==> src/rtl/trap_ctrl_if.sv <==
// Bundle between EX / CSR file / PC control and the trap controller.
// The controller uses the slave view; the core side drives the master view.
interface trap_ctrl_if #(parameter int XLEN = 32);
  logic            time_up_i;
  logic            msip_i;
  logic            inst_valid_i;
  logic [XLEN-1:0] inst_addr_i;
  logic            ecall_i;
  logic            ebreak_i;
  logic            mret_i;
  logic [XLEN-1:0] csr_mstatus_i;
  logic [XLEN-1:0] csr_mie_i;
  logic [XLEN-1:0] csr_mtvec_i;
  logic [XLEN-1:0] csr_mepc_i;
  logic            hold_flag_o;
  logic            csr_we_o;
  logic [11:0]     csr_waddr_o;
  logic [XLEN-1:0] csr_wdata_o;
  logic            int_assert_o;
  logic [XLEN-1:0] int_addr_o;

  modport master (
    output time_up_i, msip_i, inst_valid_i, inst_addr_i, ecall_i, ebreak_i, mret_i,
           csr_mstatus_i, csr_mie_i, csr_mtvec_i, csr_mepc_i,
    input  hold_flag_o, csr_we_o, csr_waddr_o, csr_wdata_o, int_assert_o, int_addr_o
  );

  modport slave (
    input  time_up_i, msip_i, inst_valid_i, inst_addr_i, ecall_i, ebreak_i, mret_i,
           csr_mstatus_i, csr_mie_i, csr_mtvec_i, csr_mepc_i,
    output hold_flag_o, csr_we_o, csr_waddr_o, csr_wdata_o, int_assert_o, int_addr_o
  );
endinterface

==> src/rtl/trap_ctrl.sv <==
// Machine-mode trap/return sequencer: stalls the pipe, writes mepc/mstatus/mcause
// one per cycle through the CSR port, then redirects fetch.
module trap_ctrl #(
  parameter bit VECTORED = 1'b0,
  parameter int XLEN     = 32
) (
  input logic         clk,
  input logic         rst,
  trap_ctrl_if.slave  bus
);
  typedef enum logic [2:0] {
    IDLE, SAVE_MEPC, SAVE_MSTATUS, SAVE_MCAUSE, TRAP_JUMP, MRET_MSTATUS, MRET_JUMP
  } state_t;

  localparam logic [XLEN-1:0] CAUSE_ECALL  = XLEN'(11);
  localparam logic [XLEN-1:0] CAUSE_EBREAK = XLEN'(3);
  localparam logic [XLEN-1:0] CAUSE_MSI    = {1'b1, (XLEN-1)'(3)};
  localparam logic [XLEN-1:0] CAUSE_MTI    = {1'b1, (XLEN-1)'(7)};

  state_t          state, state_n;
  logic [XLEN-1:0] epc, cause, target;
  logic [XLEN-1:0] cause_n, target_n, ms_trap, ms_mret;
  logic            trap_req, mret_req, sw_int, tm_int;

  // Request detection and priority; only meaningful in IDLE on a real instruction.
  always_comb begin
    trap_req = 1'b0;
    mret_req = 1'b0;
    cause_n  = '0;
    sw_int   = bus.msip_i    & bus.csr_mstatus_i[3] & bus.csr_mie_i[3];
    tm_int   = bus.time_up_i & bus.csr_mstatus_i[3] & bus.csr_mie_i[7];
    if (state == IDLE && bus.inst_valid_i) begin
      if (bus.ecall_i) begin
        trap_req = 1'b1;
        cause_n  = CAUSE_ECALL;
      end else if (bus.ebreak_i) begin
        trap_req = 1'b1;
        cause_n  = CAUSE_EBREAK;
      end else if (bus.mret_i) begin
        mret_req = 1'b1;
      end else if (sw_int) begin
        trap_req = 1'b1;
        cause_n  = CAUSE_MSI;
      end else if (tm_int) begin
        trap_req = 1'b1;
        cause_n  = CAUSE_MTI;
      end
    end
    target_n = {bus.csr_mtvec_i[XLEN-1:2], 2'b00};
    if (VECTORED && cause_n[XLEN-1])
      target_n = target_n + {cause_n[XLEN-3:0], 2'b00};
  end

  always_comb begin
    ms_trap    = bus.csr_mstatus_i;
    ms_trap[7] = bus.csr_mstatus_i[3];
    ms_trap[3] = 1'b0;
    ms_mret    = bus.csr_mstatus_i;
    ms_mret[3] = bus.csr_mstatus_i[7];
    ms_mret[7] = 1'b1;
  end

  always_comb begin
    state_n          = state;
    bus.hold_flag_o  = 1'b0;
    bus.csr_we_o     = 1'b0;
    bus.csr_waddr_o  = '0;
    bus.csr_wdata_o  = '0;
    bus.int_assert_o = 1'b0;
    bus.int_addr_o   = '0;
    case (state)
      IDLE: begin
        bus.hold_flag_o = trap_req | mret_req;
        if (trap_req)      state_n = SAVE_MEPC;
        else if (mret_req) state_n = MRET_MSTATUS;
      end
      SAVE_MEPC: begin
        bus.hold_flag_o = 1'b1;
        bus.csr_we_o    = 1'b1;
        bus.csr_waddr_o = 12'h341;
        bus.csr_wdata_o = epc;
        state_n         = SAVE_MSTATUS;
      end
      SAVE_MSTATUS: begin
        bus.hold_flag_o = 1'b1;
        bus.csr_we_o    = 1'b1;
        bus.csr_waddr_o = 12'h300;
        bus.csr_wdata_o = ms_trap;
        state_n         = SAVE_MCAUSE;
      end
      SAVE_MCAUSE: begin
        bus.hold_flag_o = 1'b1;
        bus.csr_we_o    = 1'b1;
        bus.csr_waddr_o = 12'h342;
        bus.csr_wdata_o = cause;
        state_n         = TRAP_JUMP;
      end
      TRAP_JUMP: begin
        bus.hold_flag_o  = 1'b1;
        bus.int_assert_o = 1'b1;
        bus.int_addr_o   = target;
        state_n          = IDLE;
      end
      MRET_MSTATUS: begin
        bus.hold_flag_o = 1'b1;
        bus.csr_we_o    = 1'b1;
        bus.csr_waddr_o = 12'h300;
        bus.csr_wdata_o = ms_mret;
        state_n         = MRET_JUMP;
      end
      MRET_JUMP: begin
        bus.hold_flag_o  = 1'b1;
        bus.int_assert_o = 1'b1;
        bus.int_addr_o   = bus.csr_mepc_i;
        state_n          = IDLE;
      end
      default: state_n = IDLE;
    endcase
    // Outputs are forced quiet during reset even if the old state was mid-sequence.
    if (rst) begin
      state_n          = IDLE;
      bus.hold_flag_o  = 1'b0;
      bus.csr_we_o     = 1'b0;
      bus.csr_waddr_o  = '0;
      bus.csr_wdata_o  = '0;
      bus.int_assert_o = 1'b0;
      bus.int_addr_o   = '0;
    end
  end

  always_ff @(posedge clk) begin
    if (rst) begin
      state  <= IDLE;
      epc    <= '0;
      cause  <= '0;
      target <= '0;
    end else begin
      state <= state_n;
      if (trap_req) begin
        epc    <= bus.inst_addr_i;
        cause  <= cause_n;
        target <= target_n;
      end
    end
  end
endmodule
==> src/flat_wrapper.sv <==
// flat-port wrapper written by rule: the top's interface ports become plain ports
module trap_ctrl_flat 
#(
  parameter bit VECTORED = 1'b0,
  parameter int XLEN     = 32
)
  (clk, rst, bus_time_up_i, bus_msip_i, bus_inst_valid_i, bus_inst_addr_i, bus_ecall_i, bus_ebreak_i, bus_mret_i, bus_csr_mstatus_i, bus_csr_mie_i, bus_csr_mtvec_i, bus_csr_mepc_i, bus_hold_flag_o, bus_csr_we_o, bus_csr_waddr_o, bus_csr_wdata_o, bus_int_assert_o, bus_int_addr_o);
  trap_ctrl_if #(.XLEN(XLEN)) bus_i ();
  input logic clk;
  input logic rst;
  input wire logic [$bits(bus_i.time_up_i)-1:0] bus_time_up_i;
  input wire logic [$bits(bus_i.msip_i)-1:0] bus_msip_i;
  input wire logic [$bits(bus_i.inst_valid_i)-1:0] bus_inst_valid_i;
  input wire logic [$bits(bus_i.inst_addr_i)-1:0] bus_inst_addr_i;
  input wire logic [$bits(bus_i.ecall_i)-1:0] bus_ecall_i;
  input wire logic [$bits(bus_i.ebreak_i)-1:0] bus_ebreak_i;
  input wire logic [$bits(bus_i.mret_i)-1:0] bus_mret_i;
  input wire logic [$bits(bus_i.csr_mstatus_i)-1:0] bus_csr_mstatus_i;
  input wire logic [$bits(bus_i.csr_mie_i)-1:0] bus_csr_mie_i;
  input wire logic [$bits(bus_i.csr_mtvec_i)-1:0] bus_csr_mtvec_i;
  input wire logic [$bits(bus_i.csr_mepc_i)-1:0] bus_csr_mepc_i;
  output wire logic [$bits(bus_i.hold_flag_o)-1:0] bus_hold_flag_o;
  output wire logic [$bits(bus_i.csr_we_o)-1:0] bus_csr_we_o;
  output wire logic [$bits(bus_i.csr_waddr_o)-1:0] bus_csr_waddr_o;
  output wire logic [$bits(bus_i.csr_wdata_o)-1:0] bus_csr_wdata_o;
  output wire logic [$bits(bus_i.int_assert_o)-1:0] bus_int_assert_o;
  output wire logic [$bits(bus_i.int_addr_o)-1:0] bus_int_addr_o;
  assign bus_i.time_up_i = bus_time_up_i;
  assign bus_i.msip_i = bus_msip_i;
  assign bus_i.inst_valid_i = bus_inst_valid_i;
  assign bus_i.inst_addr_i = bus_inst_addr_i;
  assign bus_i.ecall_i = bus_ecall_i;
  assign bus_i.ebreak_i = bus_ebreak_i;
  assign bus_i.mret_i = bus_mret_i;
  assign bus_i.csr_mstatus_i = bus_csr_mstatus_i;
  assign bus_i.csr_mie_i = bus_csr_mie_i;
  assign bus_i.csr_mtvec_i = bus_csr_mtvec_i;
  assign bus_i.csr_mepc_i = bus_csr_mepc_i;
  assign bus_hold_flag_o = bus_i.hold_flag_o;
  assign bus_csr_we_o = bus_i.csr_we_o;
  assign bus_csr_waddr_o = bus_i.csr_waddr_o;
  assign bus_csr_wdata_o = bus_i.csr_wdata_o;
  assign bus_int_assert_o = bus_i.int_assert_o;
  assign bus_int_addr_o = bus_i.int_addr_o;
  trap_ctrl #(.VECTORED(VECTORED), .XLEN(XLEN)) u_core (.clk(clk), .rst(rst), .bus(bus_i));
endmodule
==> config.mk <==
export PLATFORM = sky130hd
export DESIGN_NAME = trap_ctrl_flat
export DESIGN_NICKNAME = d
export VERILOG_FILES = /design/src/rtl/trap_ctrl_if.sv /design/src/rtl/trap_ctrl.sv /design/src/flat_wrapper.sv
export SDC_FILE = /design/constraint.sdc
export NUM_CORES = 1
export LEC_CHECK = 0
export BUFFER_PORTS_ARGS = -buffer_cell sky130_fd_sc_hd__buf_2
export CAP_MARGIN = 20
export CORE_MARGIN = 1
export CORE_UTILIZATION = 25
export DETAILED_ROUTE_END_ITERATION = 7
export PLACE_DENSITY = 0.48
export SETUP_SLACK_MARGIN = 0.1
export SLEW_MARGIN = 25
export SYNTH_ARGS = -nofsm -noshare
export SYNTH_HDL_FRONTEND = slang
export SYNTH_SLANG_ARGS = --single-unit
==> constraint.sdc <==
create_clock -name clk -period 2.75 [get_ports clk]
set_input_delay 0.825 -clock clk [delete_from_list [all_inputs] [get_ports clk]]
set_output_delay 0.825 -clock clk [all_outputs]
set_load 0.05 [all_outputs]
* Word level (Yosys, flattened, before mapping)
Cells that the tools add are included.
** Operators by class
- Eq/ne operators :: 7
- Multiplexer cells :: 31
- Reductions and logical operators :: 6
- Bitwise logic cells :: 5
** Operators by type and width (number)
- $mux 32 :: 8
- $pmux 32 s4 :: 1
- $pmux 32 s2 :: 1
- $pmux 10 s3 :: 1
- $mux 1 :: 15
- $pmux 3 s5 :: 1
- $mux 10 :: 1
- $eq 3x3->1 const B :: 3
- $eq 3x2->1 const B :: 2
- $mux 3 :: 2
- $reduce_or 6->1 :: 1
- $and 1x1->1 :: 4
- $reduce_or 2->1 :: 2
- $reduce_or 4->1 :: 1
- $eq 3x1->1 const B :: 1
- $logic_not 3->1 :: 1
- $ne 3x1->1 const B :: 1
- $pmux 1 s2 :: 1
- $logic_and 1x1->1 :: 1
- $or 1x1->1 :: 1
** Storage, ports and cells
- Input bits :: 168
- Register bits after elaboration :: 97
- Logic and storage cells :: 53
- Output and inout port bits :: 79

* Longest topological paths before layout
Gate-level depths: netlist of run 1.
- Depth after elaboration :: 11
- Gate-level depth with buffers :: 6
- Gate-level depth less buffers :: 3

* Worst setup path after synthesis of run 1
OpenSTA, ideal clock, no wires.
- Path type :: input-to-output
- Start :: input port rst
- End :: output port bus_hold_flag_o
- Required time :: 1.925 ns
- Stages :: 3
- Buffers on the path :: 1
- Arrival :: 2.429 ns
- Path slack :: -0.504 ns
- Cells stage by stage :: clkbuf_1 o21bai_1 a311oi_1
** On the way
- Longest elaborated chain between the ends :: 1
** Ends and longest elaborated chain
- from (decl) :: line flat_wrapper.sv:10 : input logic rst;
- $mux 1 :: line trap_ctrl.sv:120 : if (rst) begin
- to (decl) :: line flat_wrapper.sv:22 : output wire logic [$bits(bus_i.hold_flag_o)-1:0] bus_hold_flag_o;
No other way between the ends.

* Worst setup path in the final report of run 1
- Start :: input port rst
- End :: output port bus_int_addr_o[31]
** On the way
- Longest elaborated chain between the ends :: 1
** Ends and longest elaborated chain
- $mux 32 :: line trap_ctrl.sv:120
- to (decl) :: line flat_wrapper.sv:27 : output wire logic [$bits(bus_i.int_addr_o)-1:0] bus_int_addr_o;
No other way between the ends.

==> metrics.md, run 1 <==
| Metric | Value |
|---|---|
| Status | `completed` |
| RSZ-0062 raised after global routing | `true` |
| Vias in the first global route | `4,461` |
| Max-cap violation count | `0` |
| Post-DP Area | `6190 µm²` |
| Core Rows | `47` |
| Die Height | `133 µm` |
| Clk root buf | `clkbuf_16` |
| Least-Margin Pin Slew | `498 ps` |
| Synth cell types | `44` |
| PortBufs | `207` |
| Slew HR | `0.664` |
| Total grt overflow | `0` |
| Max-slew violations | `0` |
| Layout fillers | `1,584` |
| Vias per cell | `4.65` |
| Setup violations, final | `0` |
| I/O Pins | `247` |
| Worst Path Class, Setup | `in2out` |
| Post-Syn Instances | `522` |
| Final WL | `14,700 µm` |
| Initial core utilization | `0.257` |
| Global-route wire length before repair | `22,600 µm` |
| DRC | `0` |
| Clock sinks | `69` |
| YS warnings | `0` |
| Largest net degree at the start of global routing | `46` |
| Met3 routed WL | `967 µm` |
| FF+latch count, synth | `69` |
| Power Total | `3.50 mW` |
| Fin crit period | `2700 ps` |
| # H-tree levels | `3` |
| Lkg Pwr | `2.78 nW` |
| Core Area | `16,600 µm²` |
| Num CTS Buffers | `9` |
| Clock slew at reported path FFs | `60 ps` |
| Routed Antenna Nets | `0` |
| EDFF count, synth | `0` |
| Reg-to-reg startpoint | `u_core.state[1]` |
| Worst-case clock buffer depth | `2` |
| Most frequent cells in the layout | `buf_2 (137), nand2b_1 (128), buf_6 (71)` |
| Startpoint types | `input pin` |
| GPL Wtd Cong | `0.753` |
| Hold wc startpoint | `u_core.target[21]` |
| Share of layout cells above drive strength 1 | `0.493` |
| Post-synthesis async set-or-reset flop share | `0` |
| Max Clk Rate | `371 MHz` |
| # hold bufs at CTS | `0` |
| Routed WL per cell | `15.3 µm` |
| Initial DRT Pass Iterations | `4` |
| Die area | `17,600 µm²` |
| Sequential-to-total area share from yosys stat | `0.324` |
| Antenna violations before repair | `1` |
| Worst-skew pair later-pin latency | `340 ps` |
| Final nets | `903` |
| Worst path arrival time | `1870 ps` |
| HP Class | `reg2reg` |
| Worst Skew | `4.74 ps` |
| CTS tree | `built` |
| Post-route setup TNS | `0 ps` |
| CP endpoint kind | `output pin` |
| Ys flop type | `dfxtp_1` |
| Worst vdd ir | `0.000355 V` |
| Metal1 wirelength | `6670 µm` |
| Commonest non-fill, non-tap cell in the layout | `buf_2` |
| Post-synthesis average cell area | `8.16 µm²` |
| Max FO, Critical Path | `12` |
| Non-filler cells in the finished layout | `962` |
| Critical Path RT | `1930 ps` |
| First-iteration detailed-routing DRC count | `139` |
| Total GRT Usage | `0.162` |
| Mapped Area | `4260 µm²` |
| Synth-to-Final Area Change | `73.5%` |
| Post-DP HPWL | `9720 µm` |
| Top Metal Used | `met4` |
| CP startpoint | `rst` |
| Via count | `4,477` |
| Routed met2 length | `6880 µm` |
| Die Wd | `133 µm` |
| Pwr dens | `474 nW/µm²` |
| Tcrit/Tclk final | `0.981` |
| Design area | `7390 µm²` |
| Final Hold Viols | `0` |
| Placed Cells | `926` |
==> power by group <==
part	switching (mW)	internal (mW)	total, mW
clock network	0.490	0.799	1.29
logic	0.576	0.495	1.07
registers	0.0545	1.09	1.15
total	1.12	2.38	3.50
==> cell type report <==
cell class	count	area (µm²)	share of cell area
Antenna cell	2	5.00	0.000677
Clock buffer	9	225	0.0305
Clock inverter	7	98.8	0.0134
Inverter	3	15.0	0.00203
Multi-Input combinational cell	398	3250	0.440
Sequential cell	69	1390	0.188
Tap cell	220	275	0.0372
Timing Repair Buffer	254	2130	0.288
==> per-stage QoR <==
| stage | util | setup slack [ps] | hold WS (ps) |
|---|---|---|---|
| global route | 0.445 | 21.0 | 484 |
| finish | 0.446 | 50.9 | 472 |
| global placement | 0.374 | -167 | 458 |
| detailed placement | 0.374 | -144 | 464 |
| CTS | 0.435 | 46.1 | 477 |
| floorplan | - | -42.2 | 442 |
==> flip-flops by register name, indices dropped and copies added, names as in the netlist <==
name,count
u_core.epc,32
u_core.target,30
u_core.cause,4
u_core.state,3
==> worst max-delay path, stage by stage <==
cell and delay (ps):
buf_6 110, or3b_4 430, buf_16 200, nor2_2 140, buf_6 170
==> routing by layer <==
metal  up-vias  global-route usage
li1       2192                   -
met1      2094               0.195
met2       174               0.275
met3        17              0.0448
met4         0              0.0613
met5         -                   0
==> Yosys cell counts, types with 3 or more instances <==
cell type  number  area [µm²]
o21ai_0        30         150
a22oi_1        32         240
buf_6           5        56.3
nand3_1         4        20.0
clkbuf_1       38         143
mux2i_1        64         641
buf_1           3        11.3
dfxtp_1        69        1380
and3b_1         5        43.8
buf_4          10        75.1
nor2_1         35         131
a21oi_1        30         150
nand2_1        29         109
nand2b_1      128         801
==> logic make-up after synthesis <==
kind of cell | after synthesis | share of synthesized area
simple gates | 218 | 0.291
flops | 69 | 0.324
buf+inv | 61 | 0.0720
xor+xnor | 1 | 0.00206
mux | 66 | 0.156
other cells | 1 | 0.000880
compound gates | 106 | 0.155
==> path summary, 6_finish.rpt <==
| check | end | slack [ps] | cells past startpoint |
|---|---|---|---|
| worst max-delay path | bus_int_addr_o[31] | 50 | 5 |
| worst min-delay path | u_core.target[21] | 470 | 2 |
| worst max register to register | u_core.epc[22] | 490 | 6 |
| worst min register to register | u_core.target[21] | 470 | 2 |
==> timing repair <==
action,in CTS,in global routing
buffers inserted,8,3
pin swaps,10,10
endpoints found under the setup margin,68,61
gates cloned,5,4
gates resized for setup,183,26
(Power assumes the default switching activity.)
==> run 2, diff against run 1 <==
==> constraint.sdc (replaced) <==
create_clock -name clk -period 2.75 [get_ports clk]
set_input_delay 0.275 -clock clk [delete_from_list [all_inputs] [get_ports clk]]
set_output_delay 0.275 -clock clk [all_outputs]
set_load 0.05 [all_outputs]
==> run 2 against run 1 <==
  * Total power down 14%
  * Global-route usage down 2.5 points
  * Clock-buffer cell count up 3
  * Hold slack worse by 270 ps
  * Register-to-register slack worse by 20 ps
  * Combinational power down 33%
  * Fmax up 9.8%
  * Clock power down 10%
  * Core utilization down 10 points
  * Critical endpoint is now bus_int_addr_o[5]
  * Largest cell class unchanged
  * Highest routed layer is now met5
==> metrics.md, run 2 (synthesis results as in run 1) <==
| Metric | Value |
|---|---|
| Status | `completed` |
| Power Total | `3.02 mW` |
| Fin crit period | `2460 ps` |
| Startpoint types | `register` |
| Sw power | `0.922 mW` |
| Comb power frac | `0.237` |
| Vias in the first global route | `3,946` |
| Setup violations, final | `0` |
| # H-tree levels | `3` |
| Core Area | `16,600 µm²` |
| Clk root buf | `clkbuf_16` |
| Top Metal Used | `met5` |
| Routed WL per cell | `13.3 µm` |
| Final WL | `12,300 µm` |
| Commonest non-fill, non-tap cell in the layout | `buf_2` |
| RSZ-0062 raised after global routing | `false` |
| Lkg Pwr | `2.41 nW` |
| Post-route setup slack | `293 ps` |
| Met3 routed WL | `913 µm` |
| Post-DP Area | `5410 µm²` |
| Slew HR | `0.556` |
| Pwr dens | `530 nW/µm²` |
| Metal1 wirelength | `5930 µm` |
| Die Wd | `133 µm` |
| Worst Path Class, Setup | `reg2out` |
| Max reg flops | `32` |
| Initial core utilization | `0.257` |
| Post-DP HPWL | `8710 µm` |
| Max FO, Critical Path | `31` |
| Max-cap violation count | `0` |
| Largest net degree at the start of global routing | `75` |
| Sw frac | `0.305` |
| Internal power | `2.10 mW` |
| Flop pwr share | `0.379` |
| Clock sinks | `69` |
| Least-Margin Pin Slew | `666 ps` |
| Final Hold Viols | `0` |
| Vias per cell | `4.51` |
| Multi-input logic area | `2620 µm²` |
| Final nets | `866` |
| Post-route setup TNS | `0 ps` |
| Post-CTS sizing | `1` |
| Synth-to-Final Area Change | `34.0%` |
| Critical Path RT | `2480 ps` |
| HP Class | `in2reg` |
| Largest registers | `u_core.epc: 32 flops, u_core.target: 30 flops, u_core.cause: 4 flops` |
| Worst vdd ir | `0.000257 V` |
| Design area | `5710 µm²` |
| Num CTS Buffers | `9` |
| Worst-skew pair later-pin latency | `330 ps` |
| Layout fillers | `1,804` |
| Total grt overflow | `0` |
| Max Clk Rate | `407 MHz` |
| Worst-case clock buffer depth | `2` |
| DRC | `0` |
| Routed Antenna Nets | `0` |
| Post-placement setup slack | `297 ps` |
| Post-CTS setup buffers | `0` |
| Worst path arrival time | `2180 ps` |
| # hold bufs at CTS | `0` |
| CTS tree | `built` |
| Antenna violations before repair | `2` |
| GPL Wtd Cong | `0.734` |
| Share of layout cells above drive strength 1 | `0.346` |
| Die area | `17,600 µm²` |
| Core Rows | `47` |
| Routed met2 length | `5310 µm` |
| Die Height | `133 µm` |
| Crit path cell chain | `buf_4, or3b_2, nor2_1, buf_2` |
| Via count | `4,167` |
| Worst Skew | `5.08 ps` |
| Crit path largest cell delay | `760 ps` |
| First-iteration detailed-routing DRC count | `106` |
| Global-route wire length before repair | `19,500 µm` |
| Most frequent cells in the layout | `buf_2 (207), nand2b_1 (128), dfxtp_1 (69)` |
| PortBufs | `207` |
| Top reg by flops | `u_core.epc` |
| CP endpoint kind | `output pin` |
| Clock share of power | `0.383` |
| Initial DRT Pass Iterations | `4` |
| Max-slew violations | `0` |
| Tcrit/Tclk final | `0.894` |
| I/O Pins | `247` |
| Total GRT Usage | `0.137` |
| Crit-path slowest cell | `or3b_2` |
| Clock slew at reported path FFs | `60 ps` |
| Reg area | `1380 µm²` |
==> run 2: changes by cell type in the layout (fill, tap and decap cells not counted), sizes merged <==
cell / before / now
clkinv: 3 / 2
clkinvlp: 2 / 1
bufinv: 2 / 1
bufbuf: 1 / 0
clkbuf: 13 / 12
diode: 2 / 1
buf: 249 / 217
==> run 2: critical path, delay by kind of cell, from the launching register on <==
kind                   cells  cell delay (ps)
AND/OR/NAND/NOR            2              960
buffers and inverters      2              490
flip-flops                 1              390
==> run 2: per-layer routing <==
layer / track usage / vias up
met3: 0.0406 / 13
li1: - / 2110
met1: 0.176 / 1876
met4: 0.0460 / 2
met2: 0.219 / 166
met5: 0 / -
==> run 2: power groups by stage <==
stage               Clock, mW  Sequential (mW)  Combinational [mW]
finish                   1.16             1.15               0.717
global route             1.25             1.16               0.782
CTS                      1.21             1.15               0.729
detailed placement          0             1.17               0.728
global placement            0             1.16               0.714
floorplan                   0             1.15               0.537
==> run 2: final timing paths <==
kind	cells past startpoint	end	from	slack, ps
setup / recovery	4	bus_int_addr_o[5]	u_core.state[0]	290
hold / removal	3	u_core.epc[22]	bus_inst_addr_i[22]	200
setup reg to reg	5	u_core.epc[1]	u_core.state[2]	470
hold reg to reg	2	u_core.epc[0]	u_core.epc[0]	470
==> run 2: metrics by stage <==
stage / hold WS [ps] / cells / utilization
detailed placement: 461 / 907 / 0.326
CTS: 184 / 923 / 0.344
floorplan: 421 / 528 / -
finish: 203 / 924 / 0.344
global route: 196 / 924 / 0.344
global placement: 457 / 907 / 0.326
==> run 2: layout make-up <==
cell class,count,area share
Multi-Input combinational cell,398,0.459
Sequential cell,69,0.242
Timing Repair Buffer,217,0.197
Tap cell,220,0.0482
Clock buffer,12,0.0432
Clock inverter,4,0.00833
Inverter,3,0.00197
Antenna cell,1,0.000439
==> run 3, diff against run 2 <==
ABC_AREA = 1   (was unset)
PLACE_DENSITY = 0.49   (was 0.48)
==> run 3 against run 2 <==
  * Synthesized area is 13% lower
  * Wire length up 3.3%
  * Clock-buffer cell count unchanged
  * Core utilization is 1.0 points higher
  * Critical path type unchanged
  * Cell count rose by 0.87%
  * Flip-flop and latch count is the same
==> metrics.md, run 3 <==
| Metric | Value |
|---|---|
| Hold path cells | `3` |
| Worst-skew pair later-pin latency | `330 ps` |
| DRC | `0` |
| First-iteration detailed-routing DRC count | `125` |
| Synth-to-Final Area Change | `38.4%` |
| Total GRT Usage | `0.168` |
| Clock sinks | `69` |
| Crit path cell chain | `buf_4, nand2_1, inv_1, buf_4, nand2_1, nor3b_1, buf_2` |
| Comb power frac | `0.451` |
| Synth cell types | `24` |
| Crit path largest cell delay | `460 ps` |
| Tcrit/Tclk final | `0.904` |
| Largest net degree at the start of global routing | `49` |
| Die Height | `124 µm` |
| Core Rows | `44` |
| FF+latch count, synth | `69` |
| PortBufs | `207` |
| Post-route setup TNS | `0 ps` |
| Num CTS Buffers | `9` |
| Most frequent cells in the layout | `buf_2 (207), nor2_1 (136), dfxtp_1 (69)` |
| HP Class | `in2reg` |
| RSZ-0062 raised after global routing | `false` |
| Post-CTS setup buffers | `0` |
| Worst-case clock buffer depth | `2` |
| Critical Path RT | `2480 ps` |
| Internal power | `2.79 mW` |
| Antenna violations before repair | `0` |
| Synth area leader | `dfxtp_1` |
| Reg area | `1380 µm²` |
| Initial core utilization | `0.256` |
| CP endpoint kind | `output pin` |
| Initial DRT Pass Iterations | `6` |
| R2R depth | `8` |
| Routed Antenna Nets | `0` |
| Max-slew violations | `0` |
| Synth top area cells | `dfxtp_1 (37%), nor2_1 (14%), nand3_1 (8.6%), a22o_1 (6.1%), nand2_1 (5.6%)` |
| Pwr dens | `976 nW/µm²` |
| Final Hold Viols | `0` |
| Count leader, synth | `nor2_1` |
| Synth top area share | `0.371` |
| Cell family contributing the most delay on the critical path | `buffers and inverters` |
| Sw power | `2.24 mW` |
| Post-synthesis async set-or-reset flop share | `0` |
| Hold EP | `u_core.target[10]` |
| Total grt overflow | `0` |
| Post-synthesis average cell area | `6.62 µm²` |
| Mapped Area | `3720 µm²` |
| Routed WL per cell | `13.7 µm` |
| Multi-input logic area | `1920 µm²` |
| WP buf/inv | `4` |
| Vias in the first global route | `3,918` |
| Final nets | `911` |
| Ys flop type | `dfxtp_1` |
| Vias per cell | `4.59` |
| Post-DP HPWL | `9000 µm` |
| Sw frac | `0.446` |
| Lkg Pwr | `2.61 nW` |
| Commonest cells in the netlist | `nor2_1 (136), dfxtp_1 (69), nand3_1 (64), nand2_1 (56), o21ai_0 (37)` |
| Max-cap violation count | `0` |
| Max Clk Rate | `402 MHz` |
| Worst vdd ir | `0.000366 V` |
| Final WL | `12,700 µm` |
| GPL Wtd Cong | `0.734` |
| Startpoint types | `register` |
| Clock share of power | `0.254` |
| Layout fillers | `1,658` |
| Die area | `15,400 µm²` |
| Sequential-to-total area share from yosys stat | `0.371` |
| # H-tree levels | `3` |
| Crit-path slowest cell | `dfxtp_1` |
| Post-Syn Instances | `562` |
| Diodes inserted | `0` |
| CTS tree | `built` |
| Status | `completed` |
| Flop pwr share | `0.295` |
| Max reg flops | `32` |
| Via count | `4,278` |
| Global-route wire length before repair | `19,300 µm` |
| YS warnings | `0` |
| Die Wd | `124 µm` |
| Setup violations, final | `0` |
| Commonest non-fill, non-tap cell in the layout | `buf_2` |
| Hold_ws | `173 ps` |
| Clock slew at reported path FFs | `60 ps` |
| I/O Pins | `247` |
| Worst path arrival time | `2210 ps` |
| Core Area | `14,500 µm²` |
| Largest registers | `u_core.epc: 32 flops, u_core.target: 30 flops, u_core.cause: 4 flops` |
| Clk root buf | `clkbuf_16` |
| R2R setup slack | `690 ps` |
| Reg2Reg Capture Point | `u_core.target[20]` |
| Top reg by flops | `u_core.epc` |
| Max FO, Critical Path | `31` |
| Worst Skew | `4.93 ps` |
| Reg-to-reg startpoint | `u_core.state[0]` |
| Fin crit period | `2480 ps` |
| EDFF count, synth | `0` |
| Share of layout cells above drive strength 1 | `0.326` |
| Worst Path Class, Setup | `reg2out` |
| Hold wc startpoint | `bus_csr_mtvec_i[10]` |
[run 3: worst max path at each step]
stage | slack [ps] | end | start | depth (start not counted)
finish | 270 | bus_int_addr_o[0] | u_core.state[2] | 7
global route | 110 | bus_int_addr_o[1] | u_core.state[2] | 7
CTS | 190 | bus_csr_wdata_o[31] | u_core.state[0] | 7
detailed placement | 560 | bus_csr_wdata_o[31] | u_core.state[0] | 7
global placement | 620 | bus_csr_wdata_o[24] | u_core.state[0] | 8
floorplan | 110 | bus_csr_wdata_o[0] | u_core.state[2] | 6
[run 3: cell type report]
class | instances | area share
Clock buffer | 12 | 0.0498
Clock inverter | 4 | 0.0136
Inverter | 38 | 0.0279
Multi-Input combinational cell | 406 | 0.372
Sequential cell | 69 | 0.268
Tap cell | 184 | 0.0447
Timing Repair Buffer | 219 | 0.224
[run 3: kinds of logic (layout without fill, tap and decap cells)]
family	Yosys count	after routing	synth area share
AOI/OAI and AO/OA	131	131	0.204
buffers and inverters	93	273	0.121
DFF	69	69	0.371
other	1	7	0.00101
and+or+nand+nor	268	268	0.302
[run 3: power by group through the flow]
| stage | combinational [mW] | clock, mW | sequential (mW) |
|---|---|---|---|
| finish | 2.27 | 1.28 | 1.48 |
| global route | 2.52 | 1.36 | 1.52 |
| CTS | 2.30 | 1.33 | 1.48 |
| detailed placement | 2.29 | 0 | 1.50 |
| global placement | 2.28 | 0 | 1.49 |
| floorplan | 1.83 | 0 | 1.44 |
[run 3: through the flow]
stage | power [mW] | instance area (µm²) | setup WS [ps] | std cells | util
floorplan | 3.27 | 3750 | 109 | 568 | -
global placement | 3.77 | 4820 | 618 | 916 | 0.332
detailed placement | 3.80 | 4820 | 565 | 916 | 0.332
CTS | 5.10 | 5150 | 190 | 932 | 0.354
global route | 5.40 | 5150 | 106 | 932 | 0.354
finish | 5.03 | 5150 | 265 | 932 | 0.354
[run 3: timing repair]
| item | 4_1_cts | 5_1_grt |
|---|---|---|
| setup endpoints to repair | 0 | 10 |
| hold buffers | 0 | 0 |
| gates resized for setup | 0 | 1 |
| hold endpoints to repair | 0 | 0 |
[run 3: worst reg2reg max path: cells and delay by family, from the launching register on]
kind                   cells  cell delay (ps)
AND/OR/NAND/NOR            6              880
buffers and inverters      2              740
flip-flops                 1              390
[run 3: routing by layer]
layer | wire length [µm] | global-route usage | up-vias
li1 | - | - | 2200
met1 | 5480 | 0.191 | 1919
met2 | 6100 | 0.296 | 148
met3 | 971 | 0.0444 | 11
met4 | 184 | 0.0670 | 0
met5 | 0 | 0 | -
